===== config.mk =====
export PLATFORM = sky130hd
export DESIGN_NAME = alu_arbiter
export DESIGN_NICKNAME = d
export VERILOG_FILES = /design/src/rtl/CPU_package.sv /design/src/rtl/alu_arbiter.sv
export SDC_FILE = /design/constraint.sdc
export NUM_CORES = 1
export LEC_CHECK = 0
export CORE_MARGIN = 2
export CORE_UTILIZATION = 35
export CTS_CLUSTER_SIZE = 30
export DETAILED_ROUTE_END_ITERATION = 16
export DONT_BUFFER_PORTS = 1
export SLEW_MARGIN = 20
export SYNTH_ARGS = -nofsm -noshare
export SYNTH_HDL_FRONTEND = slang
export SYNTH_SLANG_ARGS = --single-unit

===== constraint.sdc =====
create_clock -name clk -period 1.5 [get_ports clk]
set_input_delay 0.3 -clock clk [delete_from_list [all_inputs] [get_ports clk]]
set_output_delay 0.3 -clock clk [all_outputs]
set_load 0.005 [all_outputs]

===== src/rtl/CPU_package.sv =====
// Shared CPU datapath types: ALU opcode encoding, ALU flag bundle, datapath width.
package CPU_package;

   localparam int DATA_WIDTH = 16;

   typedef enum logic [2:0] {
      ALU_OP_ADD = 3'd0,
      ALU_OP_SUB = 3'd1,
      ALU_OP_MUL = 3'd2,
      ALU_OP_DIV = 3'd3,
      ALU_OP_CPR = 3'd4,
      ALU_OP_AND = 3'd5,
      ALU_OP_OR  = 3'd6,
      ALU_OP_XOR = 3'd7
   } enum_alu_opcode_t;

   typedef struct packed {
      logic carry;
      logic zero;
      logic negative;
      logic overflow;
   } struct_alu_flag_t;

endpackage


===== src/rtl/alu_arbiter.sv =====
// Two-requester arbiter in front of a shared ALU. One operation in flight at a time;
// operands are latched at accept, the ALU result is captured after the op's occupancy,
// and the response is held until the consumer takes it.
//
// state | meaning
// ------+-----------------------------------------------------------------
// IDLE  | waiting for a request; req_ready offered to the granted requester
// EXEC  | operands presented to the ALU; counter runs down the occupancy
// RESP  | result captured; rsp_valid held until rsp_ready
module alu_arbiter
   import CPU_package::*;
#(
   parameter int DATA_WIDTH = CPU_package::DATA_WIDTH,
   parameter int MC_CYCLES  = 4
) (
   input  logic                                clk,
   input  logic                                rst_n,
   input  logic             [1:0]              req_valid,
   output logic             [1:0]              req_ready,
   input  logic             [1:0][DATA_WIDTH-1:0] req_a,
   input  logic             [1:0][DATA_WIDTH-1:0] req_b,
   input  enum_alu_opcode_t [1:0]              req_opcode,
   input  logic             [1:0]              req_mode,
   input  logic             [1:0]              req_carry,
   output logic             [DATA_WIDTH-1:0]   alu_in_a,
   output logic             [DATA_WIDTH-1:0]   alu_in_b,
   output logic                                alu_input_carry,
   output logic                                alu_mode,
   output enum_alu_opcode_t                    alu_opcode,
   input  logic             [DATA_WIDTH-1:0]   alu_out,
   input  struct_alu_flag_t                    alu_out_flag,
   output logic                                rsp_valid,
   output logic                                rsp_id,
   output logic             [DATA_WIDTH-1:0]   rsp_data,
   output struct_alu_flag_t                    rsp_flag,
   input  logic                                rsp_ready,
   output logic                                busy
);

   // 4 bits covers the legal MC_CYCLES range of 1..15
   localparam int CNT_W = 4;
   localparam logic [CNT_W-1:0] MC_LOAD = CNT_W'(MC_CYCLES - 1);

   typedef enum logic [1:0] {
      IDLE = 2'd0,
      EXEC = 2'd1,
      RESP = 2'd2
   } state_t;

   state_t           state;
   logic             last_grant;
   logic [CNT_W-1:0] cnt;
   logic             gnt_id;
   logic             gnt_mc;

   // Pick the winner: the lone requester, or on a tie the one not served last
   always_comb begin
      gnt_id = 1'b0;
      if (req_valid == 2'b11) begin
         gnt_id = ~last_grant;
      end else begin
         gnt_id = req_valid[1];
      end
   end

   // Multi-cycle only for MUL/DIV in mode 0; everything else completes in one EXEC cycle
   always_comb begin
      gnt_mc = 1'b0;
      if (((req_opcode[gnt_id] == ALU_OP_MUL) || (req_opcode[gnt_id] == ALU_OP_DIV))
          && !req_mode[gnt_id]) begin
         gnt_mc = 1'b1;
      end
   end

   // Accept is offered only while idle, and only to the granted requester
   always_comb begin
      req_ready = 2'b00;
      if ((state == IDLE) && (req_valid != 2'b00)) begin
         req_ready[gnt_id] = 1'b1;
      end
   end

   assign busy = (state != IDLE);

   // Sequencer: latch operands at accept, count occupancy, capture and hold the result
   always_ff @(posedge clk or negedge rst_n) begin
      if (!rst_n) begin
         state           <= IDLE;
         last_grant      <= 1'b1;
         cnt             <= '0;
         alu_in_a        <= '0;
         alu_in_b        <= '0;
         alu_input_carry <= 1'b0;
         alu_mode        <= 1'b0;
         alu_opcode      <= enum_alu_opcode_t'(3'd0);
         rsp_valid       <= 1'b0;
         rsp_id          <= 1'b0;
         rsp_data        <= '0;
         rsp_flag        <= '0;
      end else begin
         case (state)
            IDLE: begin
               if (req_valid != 2'b00) begin
                  alu_in_a        <= req_a[gnt_id];
                  alu_in_b        <= req_b[gnt_id];
                  alu_opcode      <= req_opcode[gnt_id];
                  alu_mode        <= req_mode[gnt_id];
                  alu_input_carry <= req_carry[gnt_id];
                  rsp_id          <= gnt_id;
                  cnt             <= gnt_mc ? MC_LOAD : '0;
                  state           <= EXEC;
               end
            end
            EXEC: begin
               if (cnt != '0) begin
                  cnt <= cnt - 4'd1;
               end else begin
                  rsp_data  <= alu_out;
                  rsp_flag  <= alu_out_flag;
                  rsp_valid <= 1'b1;
                  state     <= RESP;
               end
            end
            RESP: begin
               // Returning to IDLE first keeps a new accept out of the handshake cycle
               if (rsp_ready) begin
                  rsp_valid  <= 1'b0;
                  last_grant <= rsp_id;
                  state      <= IDLE;
               end
            end
            default: begin
               rsp_valid <= 1'b0;
               state     <= IDLE;
            end
         endcase
      end
   end

endmodule


==> results of run 1 <==
## path summary, 6_finish.rpt
check                                        start  cells after the start                       end
setup / recovery              state[1]$_DFFE_PN0P_                      4              req_ready[0]
hold / removal                               rst_n                      0  alu_in_a[11]$_DFFE_PN0P_
setup reg to reg              state[1]$_DFFE_PN0P_                      7   alu_in_a[0]$_DFFE_PN0P_
hold reg to reg            alu_in_a[3]$_DFFE_PN0P_                      2   alu_in_a[3]$_DFFE_PN0P_
max in group asynchronous                    rst_n                      0    last_grant$_DFFE_PN1P_
min in group clk                         rsp_ready                      1      state[1]$_DFFE_PN0P_
## Yosys cell counts, drive strengths merged (2+ instances only)
library cell and instances:
dfrtp 65, nand2 41, o21ai 40, mux2i 37, mux2 21, buf 11
nor2 6, clkbuf 3, o22ai 3, inv 2, nand2b 2, nand3 2
nor3 2, or2 2, xor2 2
## cell families after synthesis
kind of cell             Yosys count  share of synthesized area
AND/OR/NAND/NOR                   62                    0.09800
buffers and inverters             16                    0.03834
flip-flops                        66                     0.5628
adder cells (fa/ha/maj)            1                   0.004260
multiplexers                      58                     0.2066
AO/OA/AOI/OAI                     46                    0.08394
XOR/XNOR                           2                   0.005966
## final cells by class
class | count | area share
timing repair buffer | 35 | 0.1180
clock buffer | 10 | 0.03558
tap | 105 | 0.03396
multi-input combinational | 169 | 0.3538
clock inverter | 6 | 0.02943
sequential | 66 | 0.4272
inverter | 2 | 0.001940
## metal layers
metal  track usage  vias up
met3       0.04032       11
met1        0.1711     1032
met4       0.09286        0
li1              -      932
met2        0.2389       67
met5             0        -
## critical path, cell delays in order, from the launching register on
cell	delay [ns]
dfrtp_1	0.38
or2_4	0.25
or2_4	0.24
buf_12	0.13
nor2_4	0.07
## metrics by stage
step                      setup WS, ns  instances  total power, µW  instance area [µm²]
after floorplan               -0.03635        251             5132                 2944
after detailed placement      -0.06652        355             5860                 3129
after CTS                      -0.2621        384             8477                 3627
final                          -0.2220        393             9037                 3869
after global routing           -0.2958        393             9595                 3869
after global placement        0.002563        355             5746                 3129
## sequential cells by signal, indices dropped and copies added (netlist names)
name,count
rsp_flag,4
last_grant,1
alu_mode,1
rsp_valid,1
alu_opcode,3
state,2
rsp_id,1
alu_in_a,16
alu_in_b,16
rsp_data,16
cnt,4
alu_input_carry,1
## power groups by stage
stage                     Sequential [µW]  Clock (µW)  Combinational (µW)
after detailed placement             3420           0                2440
after floorplan                      3200           0                1930
after CTS                            3390        1930                3150
after global routing                 3530        2000                4070
after global placement               3400           0                2350
final                                3420        1870                3750
## placed cells by master, fill, tap and decap left out, types with 2 or more instances in the layout
cell,instances
buf_12,4
buf_16,2
buf_4,19
buf_6,3
buf_8,3
bufinv_16,3
clkbuf_16,4
clkbuf_8,10
clkinvlp_4,2
dfrtp_1,65
inv_2,2
mux2_2,17
mux2_4,4
mux2i_1,37
nand2_1,28
nand2_2,11
nand2_4,2
nand2b_1,2
nand3_2,2
nor2_1,3
nor2_4,2
o21ai_1,27
o21ai_2,12
o22ai_1,2
or2_4,2
xor2_1,2
## repair_timing
action	4_1_cts	5_1_grt
cloned	4	7
gates resized for setup	17	47
setup endpoints to repair	24	65
endpoints found under the hold margin	66	66
setup buffers	9	10
pin swaps	5	12
==> key figures, run 1 <==
Detailed routing
  • Post-DR wirelength/cell: 19.37 µm
  • Met1 Routed Length: around 3100 µm
  • Via Count: just over 2000
  • Routed WL: 7613 µm
  • DR vias/cell: about 5.2
  • Initial DRC count: 37
  • DR WL met3: ~420 µm
  • Final ANT Viol Nets: 0
  • Top routing layer used: met4
  • Pre-antenna DRT Iters: 4
  • DRC viols: 0
  • Met2 routed WL: a little under 4000 µm

Clock network
  • Clk sinks: between 60 and 70
  • Clk_lat worst skew: around 0.35 ns
  • CTS max path bufs: 2
  • Htree depth: 3
  • Number of CTS-inserted buffers: 9
  • Root Driver: clkbuf_8
  • CTS tree: yes
  • Worst-path clk slew: roughly 0.080 ns

Final layout
  • Filler cell count: approximately 760
  • Ant. Diodes: 0
  • FF+latch area: 1653 µm²
  • Area delta synth->final: 31.74%
  • Multi-input combinational cell area: between 1000 and 1500 µm²
  • Post-layout nets: approximately 380
  • Layout cells sized above 1: 0.4063
  • Final design utilization: 0.4732

Synth
  • #FFs+latches synth: 66
  • Async SR Flop Fraction: 1.000
  • Synth unique cells: 31
  • Number of synthesized flops with an enable pin: 0
  • Syn nets: approximately 350
  • Synth Flop Type: dfrtp_1
  • Synthesized netlist cell count: 251
  • Yosys top cell area share: 0.5539
  • Ys Warns: 0
  • Synth top area cells: dfrtp_1 55%, mux2i_1 13%, mux2_2 8.1%, o21ai_1 6.1%, nand2_1 5.2%
  • Post-Syn Area: approximately 2900 µm²
  • Register area share after synthesis: 0.5628
  • Syn avg cell area: approximately 12 µm²
  • Largest area contributor in the netlist: dfrtp_1

Global routing
  • Vias in the first global route: about 1900
  • First-pass GRT wire length: around 9700 µm
  • Grt ovf: 0
  • Largest net degree at the start of global routing: 67
  • Total track usage: 0.1471
  • Number of antenna violations at the first check in global routing: 0

Timing
  • Setup TNS: -2.139 ns
  • Worst-Margin Slew: roughly 0.38 ns
  • RSZ-0062 raised after global routing: true
  • Setup WS post-layout: -0.2220 ns
  • Setup violations, final: 55
  • Final Slew Violations: 0
  • Fin crit share: 1.148
  • Clk_skew: 0.005340 ns
  • WHS: -0.3608 ns
  • Min cycle time layout: 1.722 ns
  • Final hold viol count: 66
  • Max Freq: 580.7 MHz
  • Rel. slew slack: 0.7466

Power
  • VDD IR-drop max: between 0.9 and 1 mV
  • Switch Pwr: 3110 µW
  • Share of power burned in registers: 0.378
  • Internal: 5926 µW
  • PwrDens: around 2300 nW/µm²
  • Clk network pwr share: 0.207
  • Leak: 0.001774 µW
  • Sw Ratio: 0.3442
  • Gate power share: 0.415

Placement
  • GPL Wtd Cong: around 0.78
  • Port Buffers: 0
  • DP Wirelength: around 4400 µm

Die
  • CORE AREA: 8175 µm²
  • Boundary pin count: around 160
  • Die Y: roughly 96 µm
  • Starting Density: 0.3592
  • Horiz. Die Dim: roughly 96 µm
  • Num rows: 33
  • Die area: 9138 µm²

Setup path
  • Worst setup EP type: output port
  • CP Max Fanout: 2
  • Setup CP Type: flip-flop to output port
  • Worst EP required: ~1.2 ns
  • WP data arrival: between 1 and 1.5 ns
  • Internal reg-to-reg setup slack: -0.07 ns
  • Startpoint Class: flip-flop

Flow run
  • Max Cap Viol: 0

Run status
  • Failing checks: negative hold slack, negative setup slack
  • Status: complete, but fails checks

Worst hold path
  • Hold Crit Class: input pin to asynchronous set/reset pin
Power figures use the tool's default switching activity.
==> run 2, diff against run 1 <==
==> constraint.sdc (replaced) <==
create_clock -name clk -period 2.2 [get_ports clk]
set_input_delay 0.44 -clock clk [delete_from_list [all_inputs] [get_ports clk]]
set_output_delay 0.44 -clock clk [all_outputs]
set_load 0.005 [all_outputs]
==> key figures, run 2 (synthesized netlist as in run 1, its figures left out) <==
Run status
  • Status: finished, final reports clean (was complete, but fails checks)

Detailed routing
  • Initial DRC count: 30 (was 37)
  • Final ANT Viol Nets: 0 (unchanged)
  • Pre-antenna DRT Iters: 4 (unchanged)
  • Via Count: 1840 (was 2042)
  • DRC viols: 0 (unchanged)
  • Routed WL: 6350 µm (was 7613 µm)
  • Post-DR wirelength/cell: 17.45 µm (was 19.37 µm)
  • DR vias/cell: 5.055 (was 5.196)

Die
  • Boundary pin count: 161 (unchanged)
  • Die Y: 95.60 µm (unchanged)
  • Die area: 9138 µm² (unchanged)
  • CORE AREA: 8175 µm² (unchanged)
  • Num rows: 33 (unchanged)
  • Horiz. Die Dim: 95.60 µm (unchanged)
  • Starting Density: 0.3592 (unchanged)

Setup path
  • WP data arrival: 1.60 ns (was 1.42 ns)
  • CP Max Fanout: 23 (was 2)
  • Worst EP required: 1.76 ns (was 1.20 ns)
  • Setup CP Type: flip-flop to output port (unchanged)
  • Startpoint Class: flip-flop (unchanged)
  • Worst setup EP type: output port (unchanged)

Placement
  • GPL Wtd Cong: 0.7717 (was 0.7761)
  • # placed instances: 346 (was 355)
  • DP Wirelength: 4611 µm (was 4356 µm)
  • Pre-CTS WS: 0.5134 ns (was -0.06652 ns)
  • Port Buffers: 0 (unchanged)

Clock network
  • CTS max path bufs: 2 (unchanged)
  • Clk_lat worst skew: 0.34 ns (was 0.35 ns)
  • Cts hold-fix bufs: 2
  • Setup bufs post-CTS: 0 (was 9)
  • Worst-path clk slew: 0.07 ns (was 0.08 ns)
  • Number of CTS-inserted buffers: 9 (unchanged)
  • CTS resizes: 0 (was 17)
  • Root Driver: clkbuf_8 (unchanged)
  • Htree depth: 3 (unchanged)
  • Clk sinks: 66 (unchanged)
  • CTS tree: yes (unchanged)

Final layout
  • Ant. Diodes: 0 (unchanged)
  • Area delta synth->final: 11.46% (was 31.74%)
  • Final design utilization: 0.4004 (was 0.4732)
  • Post-layout nets: 354 (was 383)
  • Layout cells sized above 1: 0.1892 (was 0.4063)
  • Biggest registers after layout: alu_in_a x16, alu_in_b x16, rsp_data x16 (unchanged)
  • Most common cell after layout, fill and taps aside: dfrtp_1 (unchanged)
  • Layout Cells excl Fill: 364 (was 393)
  • Commonest non-fill, non-tap cells in the layout: 65 x dfrtp_1, 41 x nand2_1, 37 x mux2i_1 (was 65 x dfrtp_1, 37 x mux2i_1, 28 x nand2_1)
  • Filler cell count: 821 (was 761)

Timing
  • Worst-Margin Slew: 0.4028 ns (was 0.3788 ns)
  • Min cycle time layout: 2.036 ns
  • RSZ-0062 raised after global routing: false (was true)
  • WHS: 0.2180 ns (was -0.3608 ns)
  • Rel. slew slack: 0.7308 (was 0.7466)
  • Setup TNS: 0 ns (was -2.139 ns)
  • Final hold viol count: 0 (was 66)
  • Final Slew Violations: 0 (unchanged)
  • Fin crit share: 0.9255
  • Setup violations, final: 0 (was 55)
  • Setup WS post-layout: 0.1640 ns (was -0.2220 ns)
  • Max Freq: approximately 490 MHz
  • Clk_skew: 0.01073 ns (was 0.005340 ns)

Power
  • VDD IR-drop max: 0.5613 mV (was 0.9933 mV)
  • PwrDens: 1495 nW/µm² (was 2336 nW/µm²)
  • Leak: 0.001480 µW (was 0.001774 µW)

Global routing
  • Largest net degree at the start of global routing: 67 (unchanged)
  • Number of antenna violations at the first check in global routing: 0 (unchanged)
  • Total track usage: 0.1380 (was 0.1471)
  • Grt ovf: 0 (unchanged)
  • First-pass GRT wire length: 9101 µm (was 9660 µm)
  • Vias in the first global route: 1774 (was 1853)

Worst hold path
  • Hold Crit Class: input pin to flip-flop (was input pin to asynchronous set/reset pin)

Flow run
  • Max Cap Viol: 0 (unchanged)
## run 2: power by group
part / leakage, µW / total (µW) / internal, µW / switching (µW)
registers: 0.000800 / 2310 / 1830 / 486
logic: 0.000572 / 1450 / 698 / 753
clock network: 0.000109 / 1130 / 666 / 462
## run 2: layout make-up
type | count | area, µm² | share of cell area
Clock buffer | 11 | 141.4 | 0.04320
Clock inverter | 5 | 77.57 | 0.02370
Inverter | 2 | 7.507 | 0.002294
Multi-Input combinational cell | 169 | 1182 | 0.3612
Sequential cell | 66 | 1653 | 0.5050
Tap cell | 105 | 131.4 | 0.04014
Timing Repair Buffer | 6 | 80.08 | 0.02446
## run 2: through the flow
step | total power, µW | area (µm²)
after floorplan | 3491 | 2937
after global placement | 3723 | 3017
after detailed placement | 3808 | 3017
after CTS | 4988 | 3273
after global routing | 5288 | 3273
final | 4893 | 3273
## run 2: worst paths after layout
kind	startpoint	end	slack, ns	cells past startpoint
max	state[1]$_DFFE_PN0P_	req_ready[0]	0.16	3
min	rsp_ready	state[1]$_DFFE_PN0P_	0.22	1
max reg2reg	cnt[0]$_DFFE_PN0P_	rsp_data[4]$_DFFE_PN0P_	0.55	6
min reg2reg	alu_in_a[9]$_DFFE_PN0P_	alu_in_a[9]$_DFFE_PN0P_	0.51	2
max in group asynchronous	rst_n	alu_in_a[0]$_DFFE_PN0P_	1.27	2
min in group asynchronous	rst_n	alu_in_a[12]$_DFFE_PN0P_	0.62	2
## run 2: layer usage
metal | vias to the layer above | GRT usage | wire length, µm
met2 | 81 | 0.2098 | 3188
met1 | 878 | 0.1617 | 2453
met3 | 10 | 0.05296 | 563
met5 | - | 0 | 0
met4 | 0 | 0.09048 | 145
li1 | 871 | - | -
## run 2: worst max-delay path: stages (launching register included)
cell	delay (ns)
dfrtp_1	0.43
or2_4	0.29
or2_4	0.36
nor2_1	0.18
